File: config.mk
export PLATFORM = sky130hd
export DESIGN_NAME = boot_loader
export DESIGN_NICKNAME = d
export VERILOG_FILES = /design/src/rtl/boot_loader_pkg.sv /design/src/rtl/boot_loader_byte_packer.sv /design/src/rtl/boot_loader.sv
export SDC_FILE = /design/constraint.sdc
export NUM_CORES = 1
export LEC_CHECK = 0
export BUFFER_PORTS_ARGS = -buffer_cell sky130_fd_sc_hd__buf_2
export CAP_MARGIN = 20
export CORE_MARGIN = 3
export CORE_UTILIZATION = 25
export DETAILED_ROUTE_END_ITERATION = 7
export PLACE_DENSITY_LB_ADDON = 0.05
export SETUP_SLACK_MARGIN = 0.3
export SLEW_MARGIN = 20
export SYNTH_ARGS = -nofsm -noshare
export SYNTH_HDL_FRONTEND = slang
export SYNTH_SLANG_ARGS = --single-unit
File: constraint.sdc
create_clock -name clk -period 2.37 [get_ports clk]
set_input_delay 0.1185 -clock clk [delete_from_list [all_inputs] [get_ports clk]]
set_output_delay 0.1185 -clock clk [all_outputs]
set_load 0.01 [all_outputs]
File: src/rtl/boot_loader_pkg.sv
// Shared definitions for the boot loader: the core data width and the
// loader state encoding used by the top-level FSM.
package boot_loader_pkg;

  localparam int XLEN = 32;

  typedef enum logic [2:0] {
    S_LEN  = 3'd0,
    S_LOAD = 3'd1,
    S_CSUM = 3'd2,
    S_DONE = 3'd3,
    S_ERR  = 3'd4
  } state_t;

endpackage

File: src/rtl/boot_loader_byte_packer.sv
// Byte packer: assembles four little-endian bytes into one 32-bit word.
// word_valid is raised combinationally in the cycle the fourth byte is
// accepted, together with the fully assembled word.
module boot_loader_byte_packer
  import boot_loader_pkg::*;
(
  input  logic            clk,
  input  logic            rst,
  input  logic            accept,
  input  logic [7:0]      byte_data,
  output logic            word_valid,
  output logic [XLEN-1:0] word
);

  logic [1:0]      cnt;
  logic [XLEN-9:0] shreg;

  // Shift each accepted byte in from the top so that the first byte ends
  // up in the least significant position once the word is complete.
  always_ff @(posedge clk or negedge rst) begin
    if (!rst) begin
      cnt   <= 2'd0;
      shreg <= '0;
    end else if (accept) begin
      cnt   <= cnt + 2'd1;
      shreg <= {byte_data, shreg[XLEN-9:8]};
    end
  end

  assign word_valid = accept && (cnt == 2'd3);
  assign word       = {byte_data, shreg};

endmodule

File: src/rtl/boot_loader.sv
// Boot loader: fills instruction memory from a little-endian byte stream
// (word count, program words, optional checksum) and holds the core in
// reset until the program is loaded. Load is one-shot per reset.
// Optional feature macro: BOOT_LOADER_CHECKSUM_EN adds a trailing 32-bit
// checksum that must match the running sum of the program words.
module boot_loader
  import boot_loader_pkg::*;
#(
  parameter int MAX_WORDS = 1024,
  parameter int AW        = 10
) (
  input  logic            clk,
  input  logic            rst,
  input  logic            s_valid,
  input  logic [7:0]      s_data,
  output logic            s_ready,
  output logic            imem_we,
  output logic [XLEN-1:0] imem_addr,
  output logic [XLEN-1:0] imem_wdata,
  output logic            core_rst,
  output logic            done,
  output logic            error
);

  state_t          state;
  state_t          state_nxt;
  logic [AW:0]     n_q;
  logic [AW:0]     index;
  logic            accept;
  logic            word_valid;
  logic [XLEN-1:0] word;
`ifdef BOOT_LOADER_CHECKSUM_EN
  logic [XLEN-1:0] sum;
`endif

  assign accept = s_valid && s_ready;

  boot_loader_byte_packer u_packer (
    .clk        (clk),
    .rst        (rst),
    .accept     (accept),
    .byte_data  (s_data),
    .word_valid (word_valid),
    .word       (word)
  );

  // State register; s_ready is registered from the next state so it comes
  // up one cycle after reset release and drops as soon as a terminal
  // state is entered.
  always_ff @(posedge clk or negedge rst) begin
    if (!rst) begin
      state   <= S_LEN;
      s_ready <= 1'b0;
    end else begin
      state   <= state_nxt;
      s_ready <= (state_nxt == S_LEN) || (state_nxt == S_LOAD) ||
                 (state_nxt == S_CSUM);
    end
  end

  // Next-state decision. The end of LOAD is taken while the last write
  // pulse is on the bus, so done follows the final write by one cycle.
  always_comb begin
    state_nxt = state;
    case (state)
      S_LEN: begin
        if (word_valid) begin
          if (word == '0)
            state_nxt = S_DONE;
          else if (word > XLEN'(MAX_WORDS))
            state_nxt = S_ERR;
          else
            state_nxt = S_LOAD;
        end
      end
      S_LOAD: begin
        if (imem_we && (index == n_q)) begin
`ifdef BOOT_LOADER_CHECKSUM_EN
          state_nxt = S_CSUM;
`else
          state_nxt = S_DONE;
`endif
        end
      end
`ifdef BOOT_LOADER_CHECKSUM_EN
      S_CSUM: begin
        if (word_valid)
          state_nxt = (word == sum) ? S_DONE : S_ERR;
      end
`endif
      default: state_nxt = state;
    endcase
  end

  // Datapath: latch the word count, issue one registered write per
  // assembled program word and advance the word index behind it.
  always_ff @(posedge clk or negedge rst) begin
    if (!rst) begin
      n_q        <= '0;
      index      <= '0;
      imem_we    <= 1'b0;
      imem_addr  <= '0;
      imem_wdata <= '0;
`ifdef BOOT_LOADER_CHECKSUM_EN
      sum        <= '0;
`endif
    end else begin
      imem_we <= 1'b0;
      if (state == S_LEN && word_valid) begin
        n_q   <= word[AW:0];
        index <= '0;
      end
      if (state == S_LOAD && word_valid) begin
        imem_we    <= 1'b1;
        imem_wdata <= word;
        imem_addr  <= XLEN'({index, 2'b00});
        index      <= index + 1'b1;
`ifdef BOOT_LOADER_CHECKSUM_EN
        sum        <= sum + word;
`endif
      end
    end
  end

  assign done     = (state == S_DONE);
  assign error    = (state == S_ERR);
  assign core_rst = (state == S_DONE);

endmodule

==> flow_metrics.tcl, run 1 <==
set metrics [dict create \
    status "finished, final reports clean" \
    ys_seq_area_share_pct 57.8 \
    hold_end "imem_wdata[25]" \
    maxSlewHeadroom_pct 62.5 \
    drt-wirelength-per-cell_um 15.3 \
    h-tree-depth 3 \
    met3_length_um 463 \
    core_area_um2 16100 \
    drt_iter0_markers 138 \
    cp_data_required_time_ps 2660 \
    reg2regPathDepth 7 \
    fillers 1692 \
    cp_max_fo 22 \
    synth_commonest_cells "142 x nand2_1, 96 x dfrtp_1, 33 x mux2_2" \
    final_hold_viol_count 0 \
    worst_pin_slew_ps 557 \
    place_ws_ps 468 \
    first_global_vias 2878 \
    vdd_drop_max_uv 306 \
    yosysWarningCount 0 \
    min_path_type "in2reg" \
    finish.utilization_pct 30.7 \
    clk_pin_slew_ps 70 \
    clock_skew_ps 6.14 \
    synth.area.top_cells "dfrtp_1 58%, nand2_1 13%, mux2_2 8.9%" \
    remaining_drc_errors 0 \
    root_buffer "clkbuf_16" \
    worstPathArrival_ps 2170 \
    synth_most_common_cell "nand2_1" \
    cts_tree "done" \
    die_h_um 135 \
    portBuffers 58 \
    slew_violations 0 \
    viasPerCell 4.22 \
    grt_antenna_before_repair 0 \
    syn_to_final_growth_pct 18.6 \
    hp-start "s_data[1]" \
    synthFlopType "dfrtp_1" \
    rsz0062_at_grt "false" \
    cts_made_buffers 9 \
    cts_sinks 96 \
    gp_congestion 0.680 \
    synth-edff-count 0 \
    stdcell_count 671 \
    reg2reg_from "u_packer.cnt[0]" \
    wirelength_um 10300 \
    n_antenna_cell 0 \
    finalSetupTns_ps 0 \
    fp.dieArea_um2 18200 \
    synth_seq_cells 96 \
    max_freq_ghz 0.532 \
    hold_slack_ps 16.7 \
    drive_gt1_share_pct 26.2 \
    first_pass_iters 4 \
    critical_path_class "reg2reg" \
    fin_crit_ps 1880 \
    floorplan.initialDensity_pct 25.9 \
    synthCells 391 \
    syn_area_per_cell_um2 10.6 \
    setup_viol 0 \
    wl_met1_um 4890 \
    hpwl_um 7060 \
    grt_pass1_wl_um 16600 \
    post_cts_resized 0 \
    grt_usage_pct 11.9 \
    cts_max_path_buffers 2 \
    synthDistinctLibCells 38 \
    maxCapViolations 0 \
    async_flop_share_pct 100 \
    syn_area_um2 4150 \
    reg2reg_slack_ps 490 \
    critPathLaunchType "flip-flop" \
    rows 46 \
    netlist.area_leader.share_pct 57.8 \
    min_period_over_period_pct 79.3 \
    die_w_um 135 \
    vias 2834 \
    top_layer "met4" \
    powerDensity_nw_per_um2 647 \
    r2r_end "imem_wdata[0]" \
    dp.cells 653 \
    leakage_uw 0.00268 \
    grt_max_degree 62 \
    clk_latency_ps 340 \
    end_kind "flip-flop" \
    holdPathStages 3 \
    met2WireLength_um 4740 \
    yosysTopAreaCell "dfrtp_1" \
    num-nets-final 463 \
    num_io_pins 80 \
    fin_ws_ps 491 \
    antenna_left 0 \
    overflow 0 \
]
[stage by stage]
stage / area, µm² / total power (µW)
after floorplan: 4230 / 1710
after global placement: 4600 / 1740
after detailed placement: 4600 / 1740
after CTS: 4930 / 3260
after global routing: 4930 / 3320
final: 4930 / 3190
[worst max-delay path by stage]
| stage | startpoint | endpoint | slack (ps) | depth (start not counted) |
|---|---|---|---|---|
| 2_1_floorplan | u_packer.cnt[0] | n_q[9] | 680 | 6 |
| 3_3_place_gp | u_packer.cnt[0] | imem_wdata[0] | 500 | 7 |
| 3_5_place_dp | u_packer.cnt[0] | imem_wdata[0] | 470 | 7 |
| 4_1_cts | u_packer.cnt[0] | imem_wdata[0] | 450 | 7 |
| 5_1_grt | u_packer.cnt[0] | imem_wdata[0] | 300 | 7 |
| 6_report | u_packer.cnt[0] | imem_wdata[0] | 490 | 7 |
[layout make-up]
type / count / area, µm² / share of cell area, %
flip-flops and latches: 96 / 2400 / 48.8
multi-input cells: 273 / 1570 / 31.8
clock buffers: 13 / 280 / 5.69
clock inverters: 3 / 23.8 / 0.482
well taps: 216 / 270 / 5.49
inverters: 5 / 18.8 / 0.381
repair buffers: 65 / 363 / 7.36
[state kept, by name (all words and copies together) (netlist names)]
name and count:
imem_addr 11, imem_wdata 32, imem_we 1, index 11, n_q 11, s_ready 1
state 3, u_packer.cnt 2, u_packer.shreg 24
[report_power, final]
part           internal (µW)  switching, µW  leakage [µW]  total, µW
logic                   13.4           59.7       0.00121       73.0
registers               1640              0       0.00133       1640
clock network            830            650      0.000144       1480
total                   2480            710       0.00268       3190
[placed cells by master, fill, tap and decap left out, drive strengths merged, types with 4 or more instances in the layout]
cell type,n
nor4,7
clkbuf,13
inv,5
dfrtp,96
nand3,5
and3,4
mux2i,6
conb,21
xnor2,12
mux2,34
o21ai,4
buf,63
nand4,7
nand2,144
[routing by layer]
metal	vias to the layer above	track usage, %
li1	1372	-
met1	1388	16.3
met2	62	18.4
met3	12	2.61
met4	0	4.58
met5	-	0
[cells by family after synthesis]
logic type | after synthesis | synth area share (%)
other cells | 1 | 0.0903
mux | 40 | 10.7
xor+xnor | 12 | 2.53
compound gates | 19 | 3.58
fa+ha+maj | 2 | 0.602
simple gates | 179 | 18.5
buf+inv | 42 | 6.20
flops | 96 | 57.8
[critical path, cell delays in order (launching register included)]
cell and delay, ps:
dfrtp_1 380, ha_1 170, and4b_1 380, nand2_2 90, inv_2 290, buf_4 300
nand2_1 130, nand2_1 70
[repair_timing]
action / CTS / global route
buffers inserted: 0 / 0
endpoints found under the hold margin: 36 / 0
hold buffers: 2 / 0
endpoints found under the setup margin: 0 / 0
(Power assumes the default switching activity.)
==> inputs of run 2 (changes only) <==
clock period = 1.7 ns   (was 2.37 ns; I/O delays follow)
==> run 2 against run 1 <==
Against the previous run: sequential cell count unchanged; sequential power increased by 39%; combinational power increased by 66%; fmax increased by 20%; power increased by 40%; global-route usage increased by 1.9 points; first-iteration DRC count decreased by 45%; clock skew increased by 1.6 ps; sequential share of layout area decreased by 8.0 points; largest cell class unchanged; critical path depth decreased by 3; worst setup slack got worse by 360 ps; critical path type unchanged.
==> flow_metrics.tcl, run 2 (synthesized netlist as in run 1, its figures left out) <==
set metrics [dict create \
    end_kind "flip-flop" \
    cts_max_path_buffers 2 \
    largest_register_ffs 32 \
    maxSlewHeadroom_pct 66.3 \
    wirelength_um 12100 \
    first_pass_iters 4 \
    powerDensity_nw_per_um2 758 \
    antenna_left 0 \
    grt_pass1_wl_um 19200 \
    top_regs "imem_wdata: 32 flops, u_packer.shreg: 24 flops" \
    cts_made_buffers 9 \
    clk_pin_slew_ps 70 \
    max_stage_delay_ps 390 \
    min_period_over_period_pct 92.4 \
    cts_tree "done" \
    cts_sinks 96 \
    die_h_um 135 \
    drt-wirelength-per-cell_um 16.7 \
    rsz0062_at_grt "true" \
    cp_data_required_time_ps 1940 \
    leakage_uw 0.00313 \
    final_hold_viol_count 0 \
    crit_path_cell_trace "nor4_2, nand4_1, o31a_1, o41ai_2" \
    crit_slowest_cell "dfrtp_1" \
    h-tree-depth 3 \
    grt_antenna_before_repair 0 \
    n_antenna_cell 0 \
    place_ws_ps 93.4 \
    num-nets-final 515 \
    final_cell_mix "113 x nand2_1, 95 x dfrtp_1, 57 x buf_2, 29 x buf_4, 24 x mux2_2" \
    drt_iter0_markers 76 \
    num_io_pins 80 \
    rows 46 \
    drive_gt1_share_pct 40.8 \
    finalSetupTns_ps 0 \
    maxCapViolations 0 \
    viasPerCell 4.31 \
    portBuffers 58 \
    fin_ws_ps 129 \
    clock_skew_ps 7.71 \
    first_global_vias 3266 \
    min_path_type "in2reg" \
    hpwl_um 7660 \
    status "finished, final reports clean" \
    fillers 1626 \
    grt_usage_pct 13.8 \
    critical_path_class "reg2reg" \
    die_w_um 135 \
    setup_viol 0 \
    final_common_cell "nand2_1" \
    clk_latency_ps 350 \
    worstPathArrival_ps 1820 \
    root_buffer "clkbuf_16" \
    worst_pin_slew_ps 505 \
    fin_crit_ps 1570 \
    floorplan.initialDensity_pct 25.9 \
    fp.dieArea_um2 18200 \
    gp_congestion 0.745 \
    grt_max_degree 40 \
    vdd_drop_max_uv 464 \
    core_area_um2 16100 \
    cp_max_fo 3 \
    overflow 0 \
    max_freq_ghz 0.636 \
    critPathLaunchType "flip-flop" \
    vias 3113 \
    remaining_drc_errors 0 \
    syn_to_final_growth_pct 42.1 \
    slew_violations 0 \
    reg2reg_slack_ps 130 \
    top_register "imem_wdata" \
]
==> run 2: through the flow <==
step                utilization, %  hold slack [ps]  cell area [µm²]  std cells  power (µW)
finish                        36.8             15.1             5900        723        4480
global route                  36.8             3.11             5900        723        4690
CTS                           35.5            0.342             5700        720        4560
detailed placement            30.2             94.3             4860        678        2430
global placement              30.2             93.1             4860        678        2430
floorplan                        -             -211             4280        411        2390
==> run 2: critical path, delay by kind of cell (launching register included) <==
kind               cells  cell delay (ps)
AOI/OAI and AO/OA      2              550
and+or+nand+nor        2              540
DFF                    1              390
==> run 2: cell type report <==
| cell class | count | area [µm²] | area share (%) |
|---|---|---|---|
| Sequential cell | 96 | 2400 | 40.7 |
| Multi-Input combinational cell | 274 | 1860 | 31.6 |
| Timing Repair Buffer | 115 | 1030 | 17.5 |
| Tap cell | 216 | 270 | 4.58 |
| Clock buffer | 11 | 243 | 4.11 |
| Clock inverter | 5 | 56.3 | 0.954 |
| Inverter | 5 | 26.3 | 0.445 |
| Timing Repair inverter | 1 | 11.3 | 0.191 |
==> run 2: power breakdown <==
group          internal, µW  total [µW]  switching (µW)
clock network          1180        2070             893
registers              2280        2280               0
logic                  33.1         121            87.7
==> run 2: final timing paths <==
check                      depth (start not counted)          startpoint                  to
max                                                4  u_packer.shreg[21]             s_ready
min                                                2           s_data[5]  u_packer.shreg[21]
max reg2reg                                        4  u_packer.shreg[21]             s_ready
min reg2reg                                        2       imem_addr[11]       imem_addr[11]
max in group asynchronous                          3                 rst              n_q[0]
min in group asynchronous                          2                 rst             imem_we
==> run 2: routing by layer <==
metal / global-route usage, % / wire (µm) / vias to the layer above
met2: 22.6 / 5990 / 60
met1: 18.2 / 5540 / 1562
met3: 2.79 / 393 / 11
met4: 4.58 / 174 / 0
li1: - / - / 1480
met5: 0 / 0 / -
==> run 2: timing repair <==
| item | CTS | global route |
|---|---|---|
| endpoints found under the hold margin | 41 | 0 |
| gates resized for setup | 49 | 42 |
| buffers inserted | 9 | 1 |
| hold buffers | 9 | 0 |
| setup endpoints to repair | 64 | 73 |
| gates cloned | 8 | 2 |
| pin swaps | 9 | 24 |
==> inputs of run 3 (changes only) <==
CORE_ASPECT_RATIO = 0.8   (was not set)
==> run 3 against run 2 <==
Against the previous run: clock power decreased by 2%; utilization decreased by 0.72 points; register-to-register slack got worse by 20 ps; fmax decreased by 1.2%; cell count increased by 1.2%; die area about the same; largest power group unchanged.
==> flow_metrics.tcl, run 3 (synthesized netlist as in run 1, its figures left out) <==
set metrics [dict create \
    max_freq_ghz 0.629 \
    num_io_pins 80 \
    setup_viol 0 \
    final_common_cell "nand2_1" \
    hold_end "u_packer.shreg[21]" \
    reg2reg_slack_ps 110 \
    worstPathArrival_ps 1820 \
    rsz0062_at_grt "true" \
    finalSetupTns_ps 0 \
    cts_max_path_buffers 2 \
    antenna_left 0 \
    syn_to_final_growth_pct 38.9 \
    min_period_over_period_pct 93.5 \
    cts_tree "done" \
    maxCapViolations 0 \
    max_stage_delay_ps 350 \
    end_kind "flip-flop" \
    rows 41 \
    clk_pin_slew_ps 70 \
    h-tree-depth 3 \
    reg2reg_from "u_packer.cnt[0]" \
    first_pass_iters 4 \
    portBuffers 58 \
    overflow 0 \
    gp_congestion 0.762 \
    die_h_um 121 \
    n_antenna_cell 0 \
    powerDensity_nw_per_um2 767 \
    vias 3079 \
    grt_usage_pct 13.0 \
    status "finished, final reports clean" \
    floorplan.initialDensity_pct 26.0 \
    grt_antenna_before_repair 0 \
    remaining_drc_errors 0 \
    crit_slowest_cell "dfrtp_1" \
    vdd_drop_max_uv 423 \
    reg2regPathDepth 6 \
    wirelength_um 11200 \
    grt_pass1_wl_um 17800 \
    worst_pin_slew_ps 560 \
    root_buffer "clkbuf_16" \
    hpwl_um 7320 \
    grt_use_met2_pct 17.8 \
    holdPathStages 2 \
    top_usage_layer "met1" \
    drive_gt1_share_pct 37.3 \
    top_register "imem_wdata" \
    slew_violations 0 \
    final_hold_viol_count 0 \
    drt-wirelength-per-cell_um 15.3 \
    cp_data_required_time_ps 1930 \
    drt_iter0_markers 137 \
    fp.dieArea_um2 18200 \
    crit_family "compound AO/OA/AOI/OAI gates" \
    cp_max_fo 4 \
    critPathLaunchType "flip-flop" \
    cts_sinks 96 \
    core_area_um2 16000 \
    maxSlewHeadroom_pct 62.7 \
    clk_latency_ps 350 \
    leakage_uw 0.00309 \
    placed_area_um2 4860 \
    viasPerCell 4.21 \
    r2r_end "s_ready" \
    crit_path_cell_trace "ha_2, and4b_2, buf_6, nand3_1, o41ai_4, o41ai_2" \
    grtUsageMet3_pct 4.14 \
    min_path_type "in2reg" \
    num-nets-final 525 \
    fin_area_um2 5770 \
    first_global_vias 3065 \
    critical_path_class "reg2reg" \
    timing.critical_path.buf_inv 1 \
    cts_made_buffers 9 \
    largest_register_ffs 32 \
    die_w_um 150 \
    final_cell_mix "136 x nand2_1, 95 x dfrtp_1, 57 x buf_2, 42 x buf_4, 24 x mux2_2" \
    hp-start "s_data[5]" \
    clock_skew_ps 7.93 \
    top_regs "imem_wdata: 32 flops, u_packer.shreg: 24 flops" \
    grt_max_degree 97 \
    use_met1_pct 19.6 \
    fin_crit_ps 1590 \
]
[run 3: cell count changes in the layout (fill, tap and decap cells not counted), moves of 2 or more]
cell           before  now
nand2_4            10    0
clkbuf_16          11    9
buf_8               2    0
clkinvlp_4          1    3
dlygate4sd3_1       9   11
buf_6               2    4
buf_12              8   10
buf_4              29   42
nand2_1           113  136
nand2_2            20    6
inv_1               4    2
buf_16              4    0
[run 3: layout make-up]
| cell class | count | area, µm² |
|---|---|---|
| Sequential cell | 96 | 2400 |
| Fill cell | 1664 | 10200 |
| Clock buffer | 10 | 229 |
| Clock inverter | 6 | 60.1 |
| Timing Repair Buffer | 125 | 988 |
| Timing Repair inverter | 1 | 6.26 |
| Multi-Input combinational cell | 274 | 1780 |
| Tap cell | 215 | 269 |
| Inverter | 5 | 30.0 |
[run 3: routing by layer]
| metal | wire, µm | vias up |
|---|---|---|
| met3 | 466 | 9 |
| met2 | 4720 | 66 |
| met1 | 5920 | 1501 |
| met4 | 127 | 0 |
| met5 | 0 | - |
| li1 | - | 1503 |
[run 3: stage by stage]
step	util (%)	std cells	hold slack [ps]	setup WS [ps]	power, µW
6_report	36.1	732	29.1	110	4430
5_1_grt	36.1	732	12.3	3.74	4650
4_1_cts	35.1	723	7.39	109	4530
3_5_place_dp	30.4	678	199	-2.78	2430
3_3_place_gp	30.4	678	200	-8.06	2430
2_1_floorplan	-	411	-211	220	2390
[run 3: what timing repair did]
action                                  4_1_cts  5_1_grt
hold endpoints to repair                    106        0
gates resized for setup                      33       18
hold buffers                                 11        0
buffers inserted                             15        9
gates cloned                                  3        0
endpoints found under the setup margin       72       73
pin swaps                                     5        5
[run 3: power by group]
part	switching, µW	internal, µW
Clock	891	1130
Sequential	0	2280
Combinational	86.9	34.2
[run 3: worst max-delay path by stage]
stage	startpoint	to	cells past startpoint
2_1_floorplan	u_packer.cnt[0]	index[9]	8
3_3_place_gp	u_packer.cnt[0]	state[0]	5
3_5_place_dp	u_packer.cnt[0]	state[0]	5
4_1_cts	u_packer.cnt[1]	s_ready	6
5_1_grt	u_packer.cnt[0]	s_ready	6
6_report	u_packer.cnt[0]	s_ready	6
